--- config.mk ---
export PLATFORM = sky130hd
export DESIGN_NAME = mbist_sequencer
export DESIGN_NICKNAME = d
export VERILOG_FILES = /design/src/rtl/mbist_sequencer.sv
export SDC_FILE = /design/constraint.sdc
export NUM_CORES = 1
export LEC_CHECK = 0
export BUFFER_PORTS_ARGS = -buffer_cell sky130_fd_sc_hd__buf_4
export CORE_MARGIN = 5
export CORE_UTILIZATION = 52
export CTS_CLUSTER_SIZE = 12
export DETAILED_ROUTE_END_ITERATION = 10
export GPL_TIMING_DRIVEN = 0
export PLACE_DENSITY = 0.76
export SLEW_MARGIN = 25
export SYNTH_ARGS = -nofsm -noshare
export SYNTH_HDL_FRONTEND = slang
export SYNTH_SLANG_ARGS = --single-unit
--- constraint.sdc ---
create_clock -name clk -period 2.9 [get_ports clk]
set_input_delay 0.29 -clock clk [delete_from_list [all_inputs] [get_ports clk]]
set_output_delay 0.29 -clock clk [all_outputs]
set_load 0.005 [all_outputs]
--- src/rtl/mbist_sequencer.sv ---
// Memory-BIST sequencer: walks the selected memory types, drives the March C decoder
// and gathers per-memory fail/timeout results into one pass/fail verdict per session.
module mbist_sequencer #(
   parameter int ADDR_WIDTH = 16,
   parameter int NUM_MEM    = 8,
   parameter int TIMEOUT_W  = 24
) (
   input  logic                  clk,
   input  logic                  rst,
   input  logic                  bist_start,
   input  logic                  bist_abort,
   input  logic [NUM_MEM-1:0]    mem_mask,
   input  logic                  cfg_error_exceed_ignore,
   input  logic [ADDR_WIDTH-1:0] cfg_allowable_faulty,
   output logic                  marchc_en,
   output logic [4:0]            memtype,
   output logic                  error_exceed_ignore,
   output logic [ADDR_WIDTH-1:0] allowable_faulty,
   input  logic                  error,
   input  logic                  force_terminate,
   input  logic                  marchc_complete,
   output logic                  bist_busy,
   output logic                  bist_done,
   output logic                  bist_pass,
   output logic [NUM_MEM-1:0]    fail_map,
   output logic [NUM_MEM-1:0]    timeout_map
);

   // state   | meaning
   // IDLE    | waiting for bist_start
   // SELECT  | scanning the mask for the next memory at idx
   // RUN     | decoder enabled on memtype idx, watchdog counting
   // RELEASE | one-cycle enable gap so the decoder re-arms
   // DONE    | one-cycle verdict pulse
   typedef enum logic [2:0] {S_IDLE, S_SELECT, S_RUN, S_RELEASE, S_DONE} state_t;

   localparam logic [4:0]           LAST_IDX = 5'(NUM_MEM - 1);
   // The watchdog fires on the increment that would make it all-ones.
   localparam logic [TIMEOUT_W-1:0] WD_LAST  = {{(TIMEOUT_W-1){1'b1}}, 1'b0};

   state_t                 state, next_state;
   logic [4:0]             idx;
   logic [TIMEOUT_W-1:0]   watchdog;
   logic [NUM_MEM-1:0]     mask_q;
   logic [NUM_MEM-1:0]     sel_hot;
   logic                   mask_hit, is_last, wd_expire, run_flag, run_exit, abort_now;

   assign sel_hot   = NUM_MEM'(1) << idx;
   assign mask_hit  = |(mask_q & sel_hot);
   assign is_last   = (idx == LAST_IDX);
   assign wd_expire = (state == S_RUN) && (watchdog == WD_LAST);
   assign run_flag  = (state == S_RUN) && (error | force_terminate | wd_expire);
   assign run_exit  = force_terminate | marchc_complete | wd_expire;
   assign abort_now = bist_abort && (state inside {S_SELECT, S_RUN, S_RELEASE});

   always_ff @(posedge clk or posedge rst) begin
      if (rst) state <= S_IDLE;
      else     state <= next_state;
   end

   always_comb begin
      next_state = state;
      case (state)
         S_IDLE:    if (bist_start) next_state = S_SELECT;
         S_SELECT: begin
            if (bist_abort)    next_state = S_DONE;
            else if (mask_hit) next_state = S_RUN;
            else if (is_last)  next_state = S_DONE;
         end
         S_RUN: begin
            if (bist_abort)    next_state = S_DONE;
            else if (run_exit) next_state = S_RELEASE;
         end
         S_RELEASE: begin
            if (bist_abort || is_last) next_state = S_DONE;
            else                       next_state = S_SELECT;
         end
         S_DONE:    next_state = S_IDLE;
         default:   next_state = S_IDLE;
      endcase
   end

   always_ff @(posedge clk or posedge rst) begin
      if (rst) begin
         idx                 <= '0;
         watchdog            <= '0;
         mask_q              <= '0;
         marchc_en           <= 1'b0;
         memtype             <= '0;
         error_exceed_ignore <= 1'b0;
         allowable_faulty    <= '0;
         bist_busy           <= 1'b0;
         bist_done           <= 1'b0;
         bist_pass           <= 1'b0;
         fail_map            <= '0;
         timeout_map         <= '0;
      end else begin
         marchc_en <= (next_state == S_RUN);
         bist_busy <= (next_state != S_IDLE);
         bist_done <= (next_state == S_DONE);
         case (state)
            S_IDLE: begin
               if (bist_start) begin
                  mask_q              <= mem_mask;
                  error_exceed_ignore <= cfg_error_exceed_ignore;
                  allowable_faulty    <= cfg_allowable_faulty;
                  fail_map            <= '0;
                  timeout_map         <= '0;
                  bist_pass           <= 1'b0;
                  idx                 <= '0;
               end
            end
            S_SELECT: begin
               if (next_state == S_RUN) begin
                  memtype  <= idx;
                  watchdog <= '0;
               end else if (next_state == S_SELECT) begin
                  idx <= idx + 1'b1;
               end
            end
            S_RUN: begin
               watchdog <= watchdog + 1'b1;
               if (run_flag)  fail_map    <= fail_map | sel_hot;
               if (wd_expire) timeout_map <= timeout_map | sel_hot;
            end
            S_RELEASE: begin
               if (next_state == S_SELECT) idx <= idx + 1'b1;
            end
            default: ;
         endcase
         // DONE is only entered from the walk states; an abort there forces a fail.
         if (next_state == S_DONE)
            bist_pass <= !abort_now && (fail_map == '0);
      end
   end

endmodule

Word level (Yosys, flattened, before mapping)
Cells that the tools add are included.

storage, ports and cells
  memory bits (read-only) = 0
  memories kept = 0
  bits in writable memories = 0
  output and inout port bits = 42
  latch bits = 0
  register bits = 82
  word-level logic and storage cells = 81

operators by class
  equality and inequality tests = 13
  add/sub/neg operators = 2
  reduce and logical (&&, ||, !) cells = 23
  shift-type cells = 1
  $mul = 0
  mux-type cells = 22
  magnitude comparators = 0
  div/mod/pow operators = 0
  bitwise logic cells = 7

operator list
  kind                                                                    count
  24-bit one-hot mux with 2 select lines                                  1
  8-bit one-hot mux with 2 select lines                                   2
  24-bit by 1-bit adder with 24-bit output (second input constant)        1
  24-bit equality test (second input constant)                            1
  24-bit two-way mux                                                      1
  8-bit two-way mux                                                       3
  3-bit two-way mux                                                       7
  8-bit bitwise OR                                                        2
  5-bit two-way mux                                                       3
  5-bit one-hot mux with 3 select lines                                   1
  3-bit one-hot mux with 4 select lines                                   1
  3-bit by 2-bit equality test with 1-bit output (second input constant)  3
  3-bit AND reduction                                                     3
  3-bit nonzero test                                                      3
  8-bit AND                                                               1
  8-bit logical NOT                                                       1
  2-bit != test (second input constant)                                   4
  2-bit AND reduction                                                     4
  2-bit nonzero test                                                      4
  8-bit OR reduction                                                      1
  1-bit by 5-bit << shifter with 8-bit output (first input constant)      1
  3-bit by 1-bit equality test with 1-bit output (second input constant)  2
  5-bit by 1-bit adder with 5-bit output (second input constant)          1
  5-bit by 3-bit equality test with 1-bit output (second input constant)  1
  8 further kinds                                                         16

Logic depth before layout (Yosys ltp)
  word-level depth = 10
  depth in mapped cells = 9

Worst setup path after synthesis
OpenSTA, ideal clock, no wires.

  path type = register -> register
  start point = register idx[2]
  end point = register memtype[0]
  cell stages (with the launch flop) = 8
  data arrival time = 1944 ps
  slack = 831 ps
  buffers on the path = 1
  setup time = 125 ps
  cells stage by stage = dfrtp_1 > buf_6 > nor3_1 > a32oi_2 > o211ai_2 > nand2_1 > nor3_4 > mux2_2

on the way
  cells in the longest elaborated chain, start to end = 8
  elaborated cells between the ends (all ways) = 12

ends and longest elaborated chain
  element                                           RTL line  RTL
  from (decl)                                       42        logic [4:0] idx;
  from (signal assigned)                            118       idx <= idx + 1'b1;
  from (signal assigned)                            127       if (next_state == S_SELECT) idx <= idx + 1'b1;
  1-bit by 5-bit << shifter with 8-bit output       48        assign sel_hot = NUM_MEM'(1) << idx;
  8-bit AND                                         49        assign mask_hit = |(mask_q & sel_hot);
  8-bit OR reduction                                49
  3-bit two-way mux                                 67        else if (mask_hit) next_state = S_RUN;
  3-bit two-way mux                                 66        if (bist_abort) next_state = S_DONE;
  3-bit one-hot mux with 4 select lines *           63        case (state)
  3-bit by 2-bit equality test with 1-bit output *  114       if (next_state == S_RUN) begin
  2-bit AND reduction (no line) *                   --
  to (signal assigned)                              115       memtype <= idx;
  to (decl)                                         16        output logic [4:0] memtype,

Every way passes the cells marked *; elsewhere a longest branch is shown, timed or not.
A chain may end at the register's enable or synchronous reset.

Worst setup path after layout
  start point = register idx[2]
  end point = register memtype[2]

on the way
  cells in the longest elaborated chain, start to end = 8
  elaborated cells between the ends (all ways) = 12

ends and longest elaborated chain
  element                                         RTL line
  1-bit by 5-bit << shifter with 8-bit output     48
  8-bit AND                                       49
  8-bit OR reduction                              49
  3-bit two-way mux                               67
  3-bit two-way mux                               66
  3-bit one-hot mux with 4 select lines           63
  3-bit by 2-bit equality test with 1-bit output  114
  2-bit AND reduction (no line)                   --

Parallel ways exist; a longest one is shown, timed or not.

==> impl_metrics.py <==
metrics = {
    "run_status": {
        "status": "completed",
    },
    "drt": {
        "route.detailed.drc": 0,
        "drt_pass1_iterations": 4,
        "drtAntennaViolNets": 0,
        "wl_um": 9370,
        "routed-via-count": 3232,
        "via_per_inst": 5.83,
        "initialDrtViolationCount": 218,
        "drt-wirelength-per-cell_um": 16.9,
    },
    "timing": {
        "relSlewSlack": 0.330,
        "tightestPinTransition_ns": 1.00,
        "fmax_mhz": 394,
        "slew_violations": 0,
        "fin_crit_ns": 2.54,
        "fin_crit_sh": 0.876,
        "setup_viol": 0,
        "skew_ns": 0.0120,
        "final_hold_viol_count": 0,
        "rsz0062_at_grt": "false",
    },
    "logic_synthesis": {
        "synth_seq_cells": 82,
        "synth_edf_count": 0,
        "yosysUniqueCellTypes": 54,
        "syn_nets": 400,
        "syn_inst": 365,
        "yosys_warnings": 0,
        "yosysSeqAreaShare": 0.525,
        "syn_area_per_cell_um2": 10.7,
        "synth_area_um2": 3910,
        "ys.flop_type": "dfrtp_1",
        "async_reset_ff_frac": 1.00,
    },
    "setup_path": {
        "cp.required_ns": 3.13,
        "startpoint_type": "register",
        "reg2reg_slack_ns": 0.36,
        "cp_slowest_cell": "nor3_1",
        "r2r_cells": 7,
        "setup.worst_path.end_class": "register",
        "crit_type": "reg2reg",
        "crit_family": "simple AND/OR/NAND/NOR gates",
        "worst-path-buf-inv": 1,
        "slowest_delay_ns": 0.60,
        "r2r-end": "memtype[2]$_DFFE_PP0P_",
        "worstPathMaxFanout": 10,
        "arrival_ns": 2.77,
        "crit_chain": "buf_6 > nor3_1 > a32oi_2 > o211ai_2 > nand2_1 > nor3_4 > mux2_2",
        "r2r-start": "idx[2]$_DFFE_PP0P_",
    },
    "cts": {
        "holdBufCountCts": 1,
        "clkLatencyLatePin_ns": 0.35,
        "post_cts_buffers": 0,
        "cts_repair_resize_count": 0,
        "cts_tree": "done",
        "clk_path_buf_depth": 2,
        "cts-root-buf": "clkbuf_8",
        "cts_made_buffers": 9,
        "clock-sinks": 82,
        "cts_htree_levels": 3,
        "clk_pin_slew_ns": 0.09,
    },
    "placement": {
        "place.gp.congestion": 0.807,
        "place_hpwl_um": 6760,
        "place_area_um2": 4600,
        "port-buffer-count": 72,
    },
    "worst_hold_path": {
        "hold_path_startpoint": "mem_mask[7]",
        "hp-class": "in2reg",
        "min_to": "mask_q[7]$_DFFE_PP0P_",
        "holdPathStages": 2,
    },
    "power": {
        "design_power_total_w": 0.00452,
        "p_leak_nw": 2.20,
        "ir_drop_v": 0.000513,
        "powerDensity_nw_per_um2": 933,
    },
    "final_layout": {
        "layout.area.seq_um2": 2050,
        "fillers": 608,
        "antenna_cells": 0,
        "area_growth_pct": 23.8,
        "multiInputGateArea_um2": 1700,
        "stdcell_area_um2": 4840,
        "drive_above_1_share": 0.312,
        "fin_nets": 485,
    },
    "grt": {
        "antenna_found_initial": 0,
        "grt_pass1_wl_um": 16300,
        "grt_max_degree": 48,
        "grtUsageTotal": 0.209,
        "grt_pass1_vias": 3273,
        "grt_remaining_overflow": 0,
    },
    "floorplan": {
        "die_h_um": 96.7,
        "num_rows": 31,
        "dieWidth_um": 96.7,
        "start_util": 0.536,
        "fp.coreArea_um2": 7290,
        "fp.dieArea_um2": 9350,
        "pin_count": 74,
    },
    "run": {
        "maxCapViolations": 0,
    },
}
kinds of logic (layout without fill, tap and decap cells):
logic type / count (synthesis) / count (layout) / share of synthesized area
adders and majority gates: 3 / 3 / 0.00960
buffers and inverters: 33 / 123 / 0.0406
muxes: 31 / 31 / 0.0903
AOI/OAI and AO/OA: 101 / 101 / 0.174
DFF: 82 / 82 / 0.525
and+or+nand+nor: 115 / 115 / 0.161
flip-flops by register name, indices dropped and copies added, names as in the netlist:
name	flops
bist_busy	1
marchc_en	1
idx	5
timeout_map	8
error_exceed_ignore	1
mask_q	8
bist_pass	1
state	3
watchdog	24
bist_done	1
fail_map	8
memtype	5
allowable_faulty	16
where the power goes:
group	internal (W)	total (W)	switching, W
registers	0.00154	0.00185	0.000316
logic	0.000817	0.00172	0.000906
clock network	0.000515	0.000940	0.000425
total	0.00287	0.00452	0.00165
area by class of cell:
cell class | instances | share of cell area
repair buffers | 74 | 0.119
clock buffers | 11 | 0.0292
clock inverters | 5 | 0.0178
multi-input cells | 250 | 0.351
inverters | 9 | 0.00750
flip-flops and latches | 82 | 0.424
well taps | 99 | 0.0256
plain buffers | 24 | 0.0258
how the worst max path moves through the flow:
stage                  startpoint                              end  depth (start not counted)
2_1_floorplan                 rst  allowable_faulty[0]$_DFFE_PP0P_                          1
3_3_place_gp                  rst       timeout_map[0]$_DFFE_PP0P_                          2
3_5_place_dp   idx[2]$_DFFE_PP0P_           memtype[1]$_DFFE_PP0P_                          7
4_1_cts        idx[2]$_DFFE_PP0P_           memtype[1]$_DFFE_PP0P_                          7
5_1_grt        idx[2]$_DFFE_PP0P_         watchdog[20]$_DFFE_PP0P_                          8
6_report       idx[2]$_DFFE_PP0P_           memtype[2]$_DFFE_PP0P_                          7
through the flow:
stage          worst slack (ns)  hold WS [ns]  setup TNS, ns  cells  utilization
6_report                  0.361         0.165              0    554        0.664
5_1_grt                   0.188         0.142              0    554        0.664
4_1_cts                   0.354         0.155              0    554        0.664
3_5_place_dp              0.358         0.347              0    537        0.631
3_3_place_gp             -0.457         0.467         -36.97    536        0.627
2_1_floorplan             0.502         0.442              0    365            -
synthesized netlist by cell type (all sizes together) (2+ instances only):
cell	instances	area (um2)
dfrtp	82	2050
and4	3	26.3
a21oi	22	110
o22ai	2	12.5
a21o	2	15.0
nor2b	6	37.5
nand4	13	81.3
nor3	10	71.3
nor3b	4	40.0
ha	3	37.5
a31oi	14	93.8
nand3b	2	15.0
o21ai	18	90.1
buf	10	72.6
nor2	37	141
nand2	12	45.0
o21a	2	15.0
a32oi	2	25.0
o31ai	27	203
nor4	3	18.8
nand3	16	80.1
a211o	2	17.5
mux2	31	353
clkbuf	14	52.6
and2	3	18.8
inv	9	33.8
layout by cell type (no fill, tap or decap), types with 3 or more instances in the layout:
| cell type | n |
|---|---|
| a21oi_1 | 22 |
| buf_4 | 74 |
| mux2_2 | 29 |
| nor2_1 | 36 |
| clkbuf_1 | 15 |
| and4_1 | 3 |
| buf_2 | 4 |
| nor3_1 | 7 |
| o21ai_0 | 18 |
| nor2b_1 | 6 |
| o31ai_1 | 27 |
| buf_6 | 3 |
| nand2_1 | 12 |
| dfrtp_1 | 82 |
| inv_1 | 7 |
| ha_1 | 3 |
| and2_1 | 3 |
| a31oi_1 | 13 |
| clkbuf_8 | 10 |
| nand3_1 | 16 |
| nor4_1 | 3 |
| nand4_1 | 13 |
metal layers:
layer | share of wire | track usage | routed length [um]
met5 | 0 | 0 | 0
met4 | 0.010 | 0.0594 | 94
met3 | 0.065 | 0.0554 | 609
met2 | 0.48 | 0.330 | 4540
met1 | 0.44 | 0.285 | 4130
(Power assumes the default switching activity.)
